===== src/rtl/noc_arb_pkg.sv =====
`default_nettype none
// ============================================================================
//  Module      : noc_arb_pkg
//  Description : Shared types and helpers for the 5-port NoC router output
//                allocators: port indices, allocator state enum, a one-hot
//                decoder and a 3-bit modulo-5 adder.
//  Revision    : 1.0  initial release
// ============================================================================
package noc_arb_pkg;

    localparam int NUM_PORTS = 5;

    localparam logic [2:0] PORT_N = 3'd0;
    localparam logic [2:0] PORT_E = 3'd1;
    localparam logic [2:0] PORT_W = 3'd2;
    localparam logic [2:0] PORT_S = 3'd3;
    localparam logic [2:0] PORT_L = 3'd4;

    typedef enum logic [0:0] {
        IDLE   = 1'b0,
        LOCKED = 1'b1
    } alloc_state_t;

    // Port index -> one-hot port vector; out-of-range indices decode to 0.
    function automatic logic [4:0] onehot5(input logic [2:0] idx);
        logic [4:0] v;
        case (idx)
            3'd0:    v = 5'b00001;
            3'd1:    v = 5'b00010;
            3'd2:    v = 5'b00100;
            3'd3:    v = 5'b01000;
            3'd4:    v = 5'b10000;
            default: v = 5'b00000;
        endcase
        return v;
    endfunction

    // (a + b) mod 5 for a, b in 0..4, kept in 3 bits: the wrap is detected
    // before the add so the intermediate never needs a fourth bit.
    function automatic logic [2:0] mod5_add(input logic [2:0] a, input logic [2:0] b);
        logic [2:0] room;
        room = 3'd5 - b;
        if (a >= room) begin
            return a - room;
        end
        return a + b;
    endfunction

endpackage
`default_nettype wire


===== src/rtl/rr_pick5.sv =====
`default_nettype none
// ============================================================================
//  Module      : rr_pick5
//  Description : Combinational 5-way round-robin picker. Returns the first
//                set request bit searched from ptr upward, wrapping mod 5.
//  Ports       : req[4:0]  request vector
//                ptr[2:0]  search start index (0..4)
//                any       at least one request set
//                idx[2:0]  winning index (0 when any=0)
//  Revision    : 1.0  initial release
// ============================================================================
module rr_pick5
    import noc_arb_pkg::*;
(
    input  logic [4:0] req,
    input  logic [2:0] ptr,
    output logic       any,
    output logic [2:0] idx
);

    logic [2:0] w_cand;

    // Walk offsets from farthest to nearest so the nearest requester, which
    // is assigned last, wins.
    always_comb begin
        any    = 1'b0;
        idx    = 3'd0;
        w_cand = 3'd0;
        for (int k = NUM_PORTS - 1; k >= 0; k--) begin
            w_cand = mod5_add(ptr, 3'(k));
            if (|(req & onehot5(w_cand))) begin
                any = 1'b1;
                idx = w_cand;
            end
        end
    end

endmodule
`default_nettype wire


===== src/rtl/credit_output_allocator.sv =====
`default_nettype none
// ============================================================================
//  Module      : credit_output_allocator
//  Description : Per-output wormhole allocator with downstream credit
//                gating. Picks an input by round-robin, locks the output to
//                it until its tail flit is forwarded, and only lets a flit
//                through while a downstream credit is available.
//  Ports       : clk, rst        clock / synchronous active-high reset
//                req[4:0]        input requests for this output (N,E,W,S,L)
//                tail[4:0]       head-of-queue flit is a tail, per input
//                credit_in       downstream freed one slot (pulse)
//                grant[4:0]      one-hot transfer grant, this cycle
//                xbar_sel[4:0]   one-hot crossbar select of the owner
//                valid_out       flit driven downstream this cycle
//                credit_cnt      available downstream credits
//                busy            output locked to an owner
//                credit_err      sticky credit-overflow flag
//  Revision    : 1.0  initial release
// ============================================================================
module credit_output_allocator
    import noc_arb_pkg::*;
#(
    parameter int CREDITS = 4,
    parameter int CNT_W   = $clog2(CREDITS + 1)
) (
    input  logic             clk,
    input  logic             rst,
    input  logic [4:0]       req,
    input  logic [4:0]       tail,
    input  logic             credit_in,
    output logic [4:0]       grant,
    output logic [4:0]       xbar_sel,
    output logic             valid_out,
    output logic [CNT_W-1:0] credit_cnt,
    output logic             busy,
    output logic             credit_err
);

    localparam logic [CNT_W-1:0] c_CREDITS_MAX = CNT_W'(CREDITS);
    localparam logic [CNT_W-1:0] c_ONE         = CNT_W'(1);

    alloc_state_t     r_state_q, w_state_d;
    logic [2:0]       r_owner_q, w_owner_d;
    logic [2:0]       r_ptr_q,   w_ptr_d;
    logic [CNT_W-1:0] r_cnt_q,   w_cnt_d;
    logic             r_err_q,   w_err_d;

    logic [4:0]       w_owner_oh;
    logic             w_locked;
    logic             w_xfer;
    logic             w_owner_tail;
    logic             w_any;
    logic [2:0]       w_win;

    rr_pick5 u_pick (
        .req (req),
        .ptr (r_ptr_q),
        .any (w_any),
        .idx (w_win)
    );

    assign w_owner_oh   = onehot5(r_owner_q);
    assign w_locked     = (r_state_q == LOCKED);
    // A transfer needs the lock, the owner requesting and a free credit;
    // other requesters are masked out by the owner one-hot.
    assign w_xfer       = w_locked && (|(req & w_owner_oh)) && (r_cnt_q != '0);
    assign w_owner_tail = |(tail & w_owner_oh);

    always_comb begin
        w_state_d = r_state_q;
        w_owner_d = r_owner_q;
        w_ptr_d   = r_ptr_q;
        w_cnt_d   = r_cnt_q;
        w_err_d   = r_err_q;

        case (r_state_q)
            IDLE: begin
                if (w_any) begin
                    w_state_d = LOCKED;
                    w_owner_d = w_win;
                end
            end
            LOCKED: begin
                // Only a forwarded tail releases the lock; a stalled tail waits.
                if (w_xfer && w_owner_tail) begin
                    w_state_d = IDLE;
                    w_ptr_d   = mod5_add(r_owner_q, 3'd1);
                end
            end
            default: begin
                w_state_d = IDLE;
            end
        endcase

        // A simultaneous transfer and return cancel, even at full count.
        case ({w_xfer, credit_in})
            2'b10: w_cnt_d = r_cnt_q - c_ONE;
            2'b01: begin
                if (r_cnt_q == c_CREDITS_MAX) begin
                    w_err_d = 1'b1;
                end else begin
                    w_cnt_d = r_cnt_q + c_ONE;
                end
            end
            default: ;
        endcase
    end

    always_ff @(posedge clk) begin
        if (rst) begin
            r_state_q <= IDLE;
            r_owner_q <= PORT_N;
            r_ptr_q   <= PORT_N;
            r_cnt_q   <= c_CREDITS_MAX;
            r_err_q   <= 1'b0;
        end else begin
            r_state_q <= w_state_d;
            r_owner_q <= w_owner_d;
            r_ptr_q   <= w_ptr_d;
            r_cnt_q   <= w_cnt_d;
            r_err_q   <= w_err_d;
        end
    end

    assign grant      = w_xfer   ? w_owner_oh : 5'b00000;
    assign xbar_sel   = w_locked ? w_owner_oh : 5'b00000;
    assign valid_out  = w_xfer;
    assign busy       = w_locked;
    assign credit_cnt = r_cnt_q;
    assign credit_err = r_err_q;

endmodule
`default_nettype wire

===== config.mk =====
export PLATFORM = sky130hd
export DESIGN_NAME = credit_output_allocator
export DESIGN_NICKNAME = d
export VERILOG_FILES = /design/src/rtl/noc_arb_pkg.sv /design/src/rtl/rr_pick5.sv /design/src/rtl/credit_output_allocator.sv
export SDC_FILE = /design/constraint.sdc
export NUM_CORES = 1
export LEC_CHECK = 0
export CAP_MARGIN = 25
export CELL_PAD_IN_SITES_DETAIL_PLACEMENT = 0
export CELL_PAD_IN_SITES_GLOBAL_PLACEMENT = 1
export CORE_AREA = 3 3 71 73
export DETAILED_ROUTE_END_ITERATION = 8
export DIE_AREA = 0 0 74 76
export PLACE_DENSITY = 0.81
export SLEW_MARGIN = 15
export SYNTH_ARGS = -nofsm -noshare
export SYNTH_HDL_FRONTEND = slang
export SYNTH_HIERARCHICAL = 1
export SYNTH_SLANG_ARGS = --single-unit

===== constraint.sdc =====
create_clock -name clk -period 8.5 [get_ports clk]
set_input_delay 1.7 -clock clk [delete_from_list [all_inputs] [get_ports clk]]
set_output_delay 1.7 -clock clk [all_outputs]
set_load 0.02 [all_outputs]

# Word-level counts from Yosys, hierarchy flattened
# Cells that the tools add are included.
[word_totals] ff_bits=11 inputBits=13 output_inout_bits=16 word_cells=125
[classes] add_sub_neg=13 magnitude_cmp=6 n_eq_ne=28 n_mux=43 n_bitwise=8 n_reduce_logical=22
[ops] operator="$pmux W5 S5" count=6
[ops] operator="$mux W3" count=18
[ops] operator="$eq A3 B2 Y1 const B" count=12
[ops] operator="$and A5 B5 Y5" count=7
[ops] operator="$reduce_or A5 Y1" count=7
[ops] operator="$eq A3 B3 Y1 const B" count=7
[ops] operator="$eq A3 B1 Y1 const B" count=6
[ops] operator="$logic_not A3 Y1" count=6
[ops] operator="$mux W1" count=15
[ops] operator="$mux W5" count=2
[ops] operator="$add A3 B1 Y3 const B" count=3
[ops] operator="$ge A3 B3 Y1 const B" count=3
[ops] operator="$sub A3 B3 Y3 const B" count=3
[ops] operator="$reduce_and A2 Y1" count=4
[ops] operator="$add A3 B2 Y3 const B" count=2
[ops] operator="$ge A3 B2 Y1 const B" count=2
[ops] operator="$pmux W3 S2" count=1
[ops] operator="$sub A3 B1 Y3 const B" count=2
[ops] operator="$sub A3 B2 Y3 const B" count=2
[ops] operator="$add A3 B3 Y3 const B" count=1
[ops] operator="$ge A3 B1 Y1 const B" count=1
[ops] operator="$logic_and A1 B1 Y1" count=3
[ops] operator="$reduce_bool A3 Y1" count=1
[ops] operator="$eq A2 B1 Y1 const B" count=1
[ops] operator="other kinds (5)" count=5

# Logic depth before layout (Yosys ltp)
# Gate-level depths: netlist of run 1.
[depth] ltp_word=14 mapped_depth=14 ltp_nobuf=13

# By module
# Netlist of run 1, hierarchy kept.
[modules_own_cells] mod="rr_pick5" n_inst=1 cells_per_inst=158 area_per_inst_um2=1198.6 seq_area_each_um2=0.0
[modules_own_cells] mod="credit_output_allocator" n_inst=1 cells_per_inst=87 area_per_inst_um2=753.2 seq_area_each_um2=220.2

# Worst setup path before layout of run 1
# No wires, ideal clock.
[synth_path] path_kind="input port to output port" from="input port req[0]" to="output port grant[0]" arrival_ns=2.703 t_required_ns=6.800 setup_slack_ns=4.097 stages=5 path_buffers=0 path_cell_list="a221oi_2 a21oi_2 o21ai_4 inv_1 and3_2"
[synth_via] elab_chain_cells=5
[synth_rtl] item="from (decl)" line_no="credit_output_allocator.sv:28" rtl="input logic [4:0] req,"
[synth_rtl] item="$and A5 B5 Y5" line_no="credit_output_allocator.sv:66" rtl="assign w_xfer = w_locked && (|(req & w_owner_oh)) && (r_cnt_q != '0);"
[synth_rtl] item="$reduce_or A5 Y1" line_no="credit_output_allocator.sv:66"
[synth_rtl] item="$logic_and A1 B1 Y1 (2 in a row)" line_no="credit_output_allocator.sv:66"
[synth_rtl] item="net valid_out" line_no="credit_output_allocator.sv:33" rtl="output logic valid_out,"
[synth_rtl] item="$mux W5" line_no="credit_output_allocator.sv:125" rtl="assign grant = w_xfer ? w_owner_oh : 5'b00000;"
[synth_rtl] item="to (decl)" line_no="credit_output_allocator.sv:31" rtl="output logic [4:0] grant,"
# The timed path passes the listed nets, and every way through them passes these cells.

# Final worst setup path of run 1
[layout_path] from="input port req[1]" to="output port grant[4]"
[layout_via] elab_chain_cells=5
[layout_rtl] item="$and A5 B5 Y5" line_no="credit_output_allocator.sv:66"
[layout_rtl] item="$reduce_or A5 Y1" line_no="credit_output_allocator.sv:66"
[layout_rtl] item="$logic_and A1 B1 Y1 (2 in a row)" line_no="credit_output_allocator.sv:66"
[layout_rtl] item="$mux W5" line_no="credit_output_allocator.sv:125"
# No other way between the ends.

==> results of run 1 <==
[metrics by stage]
step / total power, uW / utilization (%) / hold slack [ps] / instances
global route: 813.3 / 51.02 / 554.3 / 318
floorplan: 552.3 / - / 524.9 / 245
finish: 742.6 / 51.02 / 486.6 / 318
global placement: 682.5 / 50.00 / 479.1 / 314
detailed placement: 682.5 / 50.00 / 468.3 / 314
CTS: 739.7 / 51.02 / 490.3 / 318
[cell type report]
cell class / count / area (sq um)
inverters: 12 / 45.04
repair buffers: 30 / 295.3
multi-input cells: 209 / 1582
fillers: 462 / 2162
well taps: 52 / 65.06
flip-flops and latches: 11 / 220.2
clock buffers: 4 / 45.04
[cell usage after synthesis, types with 2 or more instances]
cell type	number	share of area, %
o211ai_1	6	2.3
a211oi_1	4	1.5
nor2b_1	7	2.2
a21oi_1	12	3.1
o21ai_1	3	0.77
dfxtp_1	11	11
buf_2	3	0.77
a21oi_2	4	1.8
o32ai_2	2	1.7
and3_1	6	1.9
nand2_1	16	3.1
mux2i_1	15	7.7
inv_1	11	2.1
ha_1	14	9.0
and3_2	4	1.5
nor2_1	24	4.6
o21ba_2	2	1.0
mux2_2	4	2.3
o21ai_0	8	2.1
a22oi_1	2	0.77
a32oi_1	2	0.90
xnor2_1	3	1.3
nor3_1	5	1.3
buf_6	5	2.9
a21o_1	2	0.77
o2111ai_1	2	0.90
clkbuf_1	3	0.58
a211oi_2	2	1.3
nand3_1	6	1.5
nand2b_1	5	1.6
o32ai_1	3	1.3
a2bb2oi_1	2	0.90
a31oi_1	2	0.64
and2_1	4	1.3
or3_1	2	0.64
[sequential cells by signal (all words and copies together) (netlist names)]
| name | count |
|---|---|
| credit_cnt | 3 |
| r_ptr_q | 3 |
| credit_err | 1 |
| r_owner_q | 3 |
| busy | 1 |
[worst max-delay path by stage]
| stage | start | slack (ps) | cells after the start | to |
|---|---|---|---|---|
| after floorplan | req[0] | 4100 | 5 | grant[0] |
| after global placement | req[0] | 2960 | 7 | grant[0] |
| after detailed placement | req[1] | 2930 | 7 | grant[4] |
| after CTS | req[1] | 2910 | 7 | grant[4] |
| after global routing | req[1] | 2750 | 7 | grant[4] |
| final | req[1] | 2920 | 7 | grant[4] |
[cells by family (layout without fill, tap and decap cells)]
family	count (synthesis)	in the layout	synth area share, %
buffers and inverters	25	46	7.692
multiplexers	19	19	10.00
adder cells (fa/ha/maj)	15	15	10.00
flip-flops	11	11	11.28
AO/OA/AOI/OAI	78	78	32.18
XOR/XNOR	4	4	2.180
AND/OR/NAND/NOR	93	93	26.67
[layer usage]
metal,GRT usage [%],vias up,routed length [um]
li1,-,965,-
met2,27.75,77,2265
met3,3.166,5,373
met1,28.90,929,2542
met4,2.536,0,25
met5,0,-,0
[power by group through the flow]
stage          clock [uW]  sequential, uW  combinational (uW)
6_report             54.1             102                 587
5_1_grt              60.1             108                 646
3_3_place_gp            0             104                 579
3_5_place_dp            0             103                 579
4_1_cts              56.5             102                 581
2_1_floorplan           0             106                 446
[critical path, cell delays in order]
cell	delay, ps
clkdlybuf4s50_1	600
a221oi_2	330
a21oi_2	90
o21ai_4	260
inv_1	140
and3_2	230
clkdlybuf4s50_1	530
==> run summary, run 1 <==
Run status: finished clean
Worst Reg-to-Reg Cells: 11
Nets: 295
Post-synthesis sequential area ratio: 11.28%
Worst setup path class: in -> out
Worst Skew: 4.660 ps
Hold_sp: credit_err$_SDFFE_PP0P_
CP Capture Type: output port
Top Ports: 29
Reg power frac: 13.7%
Dpl ws: 2926 ps
Starting density of the core: 44.22%
RSZ-0062 raised after global routing: false
Distinct cells, synth: 74
Syn avg cell area: 7.967 sq um
Flops & latches, synth: 11
Worst-Skew Late Latency: 240 ps
Most frequent cells in the layout: clkdlybuf4s50_1 (28), nor2_1 (24), nand2_1 (16), mux2i_1 (15), ha_1 (14)
R2R Setup Slk: 4800 ps
CTS buffer count: 3
Mapped cell area: 0.001952 sq mm
Commonest non-fill, non-tap cell in the layout: clkdlybuf4s50_1
Clk sink count: 11
Setup TNS Final: 0 ps
Syn_nets: 273
Worst Hold End: credit_err$_SDFFE_PP0P_
Fin crit period: 5576 ps
Hold_buf cts: 0
Post-synth EDFFs: 0
Synth Warn #: 6
FMAX: 179.3 MHz
Setup bufs post-CTS: 0
Via-to-Cell Ratio: 6.214
Port Buffers: 28
DRC viols: 0
Hpwl dp: 3959 um
Peak supply drop: 0.1476 mV
Routability cong.: 0.8496
Drt initial violations: 194
Clk buf depth: 2
Logic pwr share: 79.0%
Clock power share: 7.3%
FF-to-FF Start: r_ptr_q[1]$_SDFFE_PP0P_
Post-Synthesis Cells: 245
Reg clk slew, reported paths: 50 ps
Asr flop ratio synth: 0%
DR WL/cell: 16.37 um
Area Overhead vs Synth: 15.38%
DRT Pass-1 Iters: 5
CTS Root Cell: clkbuf_8
Internal power: 362.8 uW
Max-slew violation count: 0
GRT overflow: 0
Max FO, Critical Path: 9
Area of the core: 0.004414 sq mm
Initial antenna violation count: 0
Reg2Reg Capture Point: r_owner_q[2]$_SDFFE_PP0P_
Hold depth: 2
Net Switching: 379.8 uW
Sw frac: 51.15%
Hold Fails Final Rpt: 0
Vias in the first global route: 1,773
Crit path DAT: 3880 ps
Post-CTS sizing: 0
Leakage power: 0.0008926 uW
Via count: 1,976
Power Dens Cells: 329.7 mW/mm^2
GR Util All Layers: 18.81%
Ys flop type: dfxtp_1
CTS tree: built
Post-route clock period utilization: 65.60%
Post-route cell area: 0.002252 sq mm
H-tree Lvls: 1
Die area: 0.005624 sq mm
FP Rows: 24
Global-route wire length before repair: 8763 um
Die span in x: 74 um
Routed WL: 5206 um
Worst setup margin: 2924 ps
ANT cells: 0
Max-cap violation count: 0
Detail Route Antenna Nets: 0
Least-Margin Pin Slew: 615.4 ps
Largest net degree at the start of global routing: 36
Final setup fails: 0
Chip Height: 76 um
Critical Path Source Type: primary input
Hold Path Class: reg -> reg
Req. time, crit path: 6800 ps
Ratio of cells with drive above 1 in the final layout: 15.04%
Max_slew headroom: 58.92%
DP Area: 0.002207 sq mm
Power figures use the tool's default switching activity.
==> run 2: changes to the inputs <==
Settings changed: CORE_AREA 3 3 71 73 to 3 3 77 79, DIE_AREA 0 0 74 76 to 0 0 80 82, PLACE_DENSITY 0.81 to 0.73.
Clock period 8.5 ns to 5.1 ns, I/O delays scaled along.
==> run 2 against run 1 <==
Sequential power increased by 77%. Routed wire length increased by 3.5%. Register-to-register slack got worse by 3100 ps. Critical path depth unchanged. Global-route usage decreased by 2.0 points. Sequential share of layout area decreased by 0.14 points. First-iteration DRC count decreased by 36%. Combinational power increased by 67%. Count of clock-buffer cells in the layout unchanged. Critical path type unchanged. Largest power group unchanged. Highest routed layer unchanged.
==> run summary, run 2 (synthesized netlist as in run 1, its figures left out) <==
Worst setup margin: 854.2 ps (-2069 ps)
Routed WL: 5386 um (+3.5%)
CTS tree: built
Worst Skew: 1.073 ps (-3.588 ps)
Most frequent cells in the layout: clkdlybuf4s50_1 (28), nor2_1 (24), nand2_1 (16), mux2i_1 (15), ha_1 (14)
Sw frac: 51.24% (+0.091 points)
WHS: 479.4 ps (-7.186 ps)
CTS buffer count: 3 (unchanged)
Clock power share: 7.0% (-0.3 points)
Final setup fails: 0 (unchanged)
DRT Pass-1 Iters: 4 (-1)
Hold Path Class: reg -> reg
Area of the core: 0.005405 sq mm (+22%)
Reg clk slew, reported paths: 50 ps (about the same)
Net Switching: 638.7 uW (+68%)
Least-Margin Pin Slew: 679.0 ps (+63.68 ps)
Largest net degree at the start of global routing: 28 (-22%)
Non-filler cells, final: 339 (+6.6%)
CP Capture Type: output port
Clk buf depth: 2 (unchanged)
Commonest non-fill, non-tap cell in the layout: clkdlybuf4s50_1
Reg power frac: 14.5% (+0.8 points)
ANT cells: 0 (unchanged)
Top Ports: 29 (unchanged)
GR Util All Layers: 16.79% (-2.0 points)
Die area: 0.006560 sq mm (+17%)
Vias in the first global route: 1,764 (-0.51%)
DRC viols: 0 (unchanged)
Setup TNS Final: 0 ps (unchanged)
Post-route clock period utilization: 83.25%
Drt initial violations: 125 (-36%)
Leakage power: 0.0008980 uW (+0.61%)
Ratio of cells with drive above 1 in the final layout: 15.36% (+0.32 points)
Worst-Skew Late Latency: 240 ps (about the same)
Hold_buf cts: 0 (unchanged)
Starting density of the core: 36.11% (-8.1 points)
Dpl ws: 863.8 ps (-2062 ps)
Post-CTS sizing: 0 (unchanged)
GRT overflow: 0 (unchanged)
Max-cap violation count: 0 (unchanged)
Via count: 1,913 (-3.2%)
RSZ-0062 raised after global routing: false
Port Buffers: 28 (unchanged)
Req. time, crit path: 4080 ps (-2720 ps)
Run status: finished clean
CTS Root Cell: clkbuf_8
Routability cong.: 0.8048 (-5.3%)
Post-Place Cells: 335 (+6.7%)
Setup bufs post-CTS: 0 (unchanged)
Initial antenna violation count: 0 (unchanged)
Clk sink count: 11 (unchanged)
FP Rows: 27 (+13%)
Die span in x: 80 um (+8.1%)
Via-to-Cell Ratio: 5.643 (-9.2%)
Logic pwr share: 78.5% (-0.5 points)
Chip Height: 82 um (+7.9%)
Detail Route Antenna Nets: 0 (unchanged)
Hpwl dp: 4098 um (+3.5%)
Area Overhead vs Synth: 17.05%
FMAX: 235.5 MHz
Hold Fails Final Rpt: 0 (unchanged)
Peak supply drop: 0.1666 mV (+13%)
Max_slew headroom: 54.67% (-4.3 points)
Final Power: 1246 uW (+68%)
Critical Path Source Type: primary input
Max-slew violation count: 0 (unchanged)
DR WL/cell: 15.89 um (-3.0%)
Fin crit period: 4246 ps
Global-route wire length before repair: 8852 um (+1.0%)
Power Dens Cells: 545.6 mW/mm^2 (+65%)
H-tree Lvls: 1 (unchanged)
Internal power: 607.8 uW (+68%)
Crit path DAT: 3230 ps (-650 ps)
Max FO, Critical Path: 9 (unchanged)
Worst setup path class: in -> out
Nets: 296 (+0.34%)
-- run 2: cell types whose count changed in the layout (fill, tap and decap cells not counted) --
cell	delta
buf_4	+1
-- run 2: area by class of cell --
type	instances	area, sq um
multi-input combinational	209	1582
fill	577	3120
sequential	11	220.2
timing repair buffer	31	302.8
clock buffer	4	45.04
inverter	12	45.04
tap	72	90.09
-- run 2: path summary, 6_finish.rpt --
| path | from | end | slack [ps] | cells after the start |
|---|---|---|---|---|
| setup / recovery | req[1] | grant[4] | 850 | 7 |
| hold / removal | credit_err$_SDFFE_PP0P_ | credit_err$_SDFFE_PP0P_ | 480 | 2 |
| hold reg to reg | credit_err$_SDFFE_PP0P_ | credit_err$_SDFFE_PP0P_ | 480 | 2 |
| setup reg to reg | r_ptr_q[0]$_SDFFE_PP0P_ | r_owner_q[0]$_SDFFE_PP0P_ | 1660 | 11 |
-- run 2: critical path: stages --
cell	delay [ps]
clkdlybuf4s50_1	610
a221oi_2	350
a21oi_2	90
o21ai_4	260
inv_1	140
and3_2	220
clkdlybuf4s50_1	530
-- run 2: metal layers --
layer / share of wire, % / track usage [%] / vias up
met2: 46 / 26.57 / 31
met4: 0.37 / 3.716 / 0
met3: 2.7 / 0.5482 / 2
met5: 0 / 0 / -
li1: - / - / 965
met1: 51 / 25.15 / 915
-- run 2: power groups by stage --
stage	logic, uW	registers, uW	clock network, uW
finish	978	181	87.4
global route	1080	191	96.5
CTS	971	182	90.0
detailed placement	968	183	0
global placement	979	183	0
floorplan	743	177	0
-- run 2: through the flow --
stage / utilization, % / instance area (sq um)
after floorplan: - / 1952
after CTS: 42.27 / 2285
after global placement: 41.44 / 2240
final: 42.27 / 2285
after global routing: 42.27 / 2285
after detailed placement: 41.44 / 2240
==> run 3: changes to the inputs <==
Clock period 5.1 ns to 3.67 ns, I/O delays scaled along.
==> run 3 against run 2 <==
Non-clock buffer count grew 10. Clock skew grew 0.91 ps. Critical path depth is the same. Via count grew 2.0%. Count of clock-buffer cells in the layout is the same. Die area is the same. Final area grew 3.3%. Flip-flop and latch count is the same. Sequential power grew 21%. Routed wire length grew 5.9%. Utilization grew 1.4 points. Total power grew 44%. Critical endpoint is now grant[0]. Highest routed layer unchanged.
==> run summary, run 3 (synthesized netlist as in run 1, its figures left out) <==
CTS Root Cell: clkbuf_8
Critical path cell sequence: clkdlybuf4s50_1 > a221oi_2 > a21oi_2 > o21ai_4 > inv_1 > and3_2 > clkdlybuf4s50_1
Final core occ: 43.66% (+1.4 points)
Via count: 1,952 (+2.0%)
FMAX: 302.0 MHz
Clk sink count: 11 (unchanged)
Die span in x: 80 um (unchanged)
Max-cap violation count: 0 (unchanged)
CP Capture Type: output port
Setup TNS Final: 0 ps (unchanged)
Area Overhead vs Synth: 20.90%
DRC viols: 0 (unchanged)
Worst setup path class: in -> out
Worst Hold End: credit_err$_SDFFE_PP0P_
Via-to-Cell Ratio: 5.593 (-0.89%)
FP Rows: 27 (unchanged)
Worst Reg-to-Reg Cells: 11 (unchanged)
Critical Path Source Type: primary input
ANT cells: 0 (unchanged)
Most used cell, CP: clkdlybuf4s50_1
Worst Skew: 1.987 ps (+0.9149 ps)
Hold depth: 2 (unchanged)
Post-route clock period utilization: 90.22%
Final setup fails: 0 (unchanged)
Crit path DAT: 2580 ps (-650 ps)
Power Dens Cells: 762.0 mW/mm^2 (+40%)
Req. time, crit path: 2940 ps (-1140 ps)
Commonest non-fill, non-tap cell in the layout: clkdlybuf4s50_1
Port Buffers: 28 (unchanged)
Max-slew violation count: 0 (unchanged)
Most frequent cells in the layout: clkdlybuf4s50_1 (28), nor2_1 (24), nand2_1 (16), mux2i_1 (15), ha_1 (14)
Setup bufs post-CTS: 0 (unchanged)
Routed WL: 5705 um (+5.9%)
DR WL/cell: 16.35 um (+2.9%)
Final Power: 1798 uW (+44%)
Largest net degree at the start of global routing: 23 (-18%)
Nets: 306 (+3.4%)
Initial antenna violation count: 0 (unchanged)
Die area: 0.006560 sq mm (unchanged)
Drt initial violations: 149 (+19%)
CTS buffer count: 3 (unchanged)
Least-Margin Pin Slew: 448.4 ps (-230.6 ps)
Reg clk slew, reported paths: 50 ps (about the same)
Chip Height: 82 um (unchanged)
GR Util All Layers: 17.73% (+0.94 points)
Area of the core: 0.005405 sq mm (unchanged)
Routability cong.: 0.9430 (+17%)
Starting density of the core: 36.11% (unchanged)
Detail Route Antenna Nets: 0 (unchanged)
CP peak stage delay: 600 ps (about the same)
Leakage power: 0.0009461 uW (+5.4%)
Peak supply drop: 0.2949 mV (+77%)
FF-to-FF Start: r_ptr_q[0]$_SDFFE_PP0P_
Hpwl dp: 4494 um (+9.7%)
Reg2Reg Capture Point: r_owner_q[1]$_SDFFE_PP0P_
Hold Fails Final Rpt: 0 (unchanged)
CTS tree: built
Worst-Skew Late Latency: 230 ps (about the same)
Clk buf depth: 2 (unchanged)
Post-CTS sizing: 0 (unchanged)
Run status: finished clean
DRT Pass-1 Iters: 4 (unchanged)
RSZ-0062 raised after global routing: false
Global-route wire length before repair: 9156 um (+3.4%)
Fin crit period: 3311 ps
Vias in the first global route: 1,808 (+2.5%)
R2R Setup Slk: 700 ps (-960 ps)
GRT overflow: 0 (unchanged)
H-tree Lvls: 1 (unchanged)
Worst path slowest cell: clkdlybuf4s50_1
Hold_buf cts: 0 (unchanged)
Hold Path Class: reg -> reg
Hold_sp: credit_err$_SDFFE_PP0P_
Ratio of cells with drive above 1 in the final layout: 18.41% (+3.1 points)
Max_slew headroom: 70.01% (+15 points)
Top Ports: 29 (unchanged)
Max FO, Critical Path: 6 (-3)
run 3: worst max-delay path by stage:
stage / from / end / cells past startpoint
3_3_place_gp: req[1] / grant[0] / 7
6_report: req[1] / grant[0] / 7
3_5_place_dp: req[0] / grant[4] / 7
2_1_floorplan: r_ptr_q[1]$_SDFFE_PP0P_ / r_owner_q[0]$_SDFFE_PP0P_ / 13
4_1_cts: req[0] / grant[4] / 7
5_1_grt: req[0] / grant[4] / 7
run 3: metrics by stage:
step | std cells | hold slack [ps] | setup WS (ps) | cell area [sq um]
2_1_floorplan | 245 | 524.9 | 760.4 | 1952
3_3_place_gp | 345 | 456.5 | 373.4 | 2315
3_5_place_dp | 345 | 476.1 | 361.5 | 2315
4_1_cts | 349 | 487.4 | 361.5 | 2360
5_1_grt | 349 | 518.8 | 284.4 | 2360
6_report | 349 | 476.1 | 358.9 | 2360
run 3: critical path: cells and delay by family:
kind / cells / cell delay [ps]
AO/OA/AOI/OAI: 3 / 430
buffers and inverters: 3 / 1220
AND/OR/NAND/NOR: 1 / 190
run 3: report_power, final:
| group | internal, uW | switching (uW) | total [uW] |
|---|---|---|---|
| clock network | 76.1 | 43.2 | 119 |
| registers | 165 | 54.0 | 219 |
| logic | 645 | 815 | 1460 |
run 3: layer usage:
metal	routed length, um	track usage (%)	vias up
met5	0	0	-
met2	2541	26.90	62
li1	-	-	986
met3	292	2.522	10
met4	133	5.743	0
met1	2738	25.59	894
run 3: final cells by class:
class	count	area, sq um
timing repair buffer	41	377.9
clock buffer	4	45.04
tap	72	90.09
inverter	12	45.04
sequential	11	220.2
fill	563	3045
multi-input combinational	209	1582
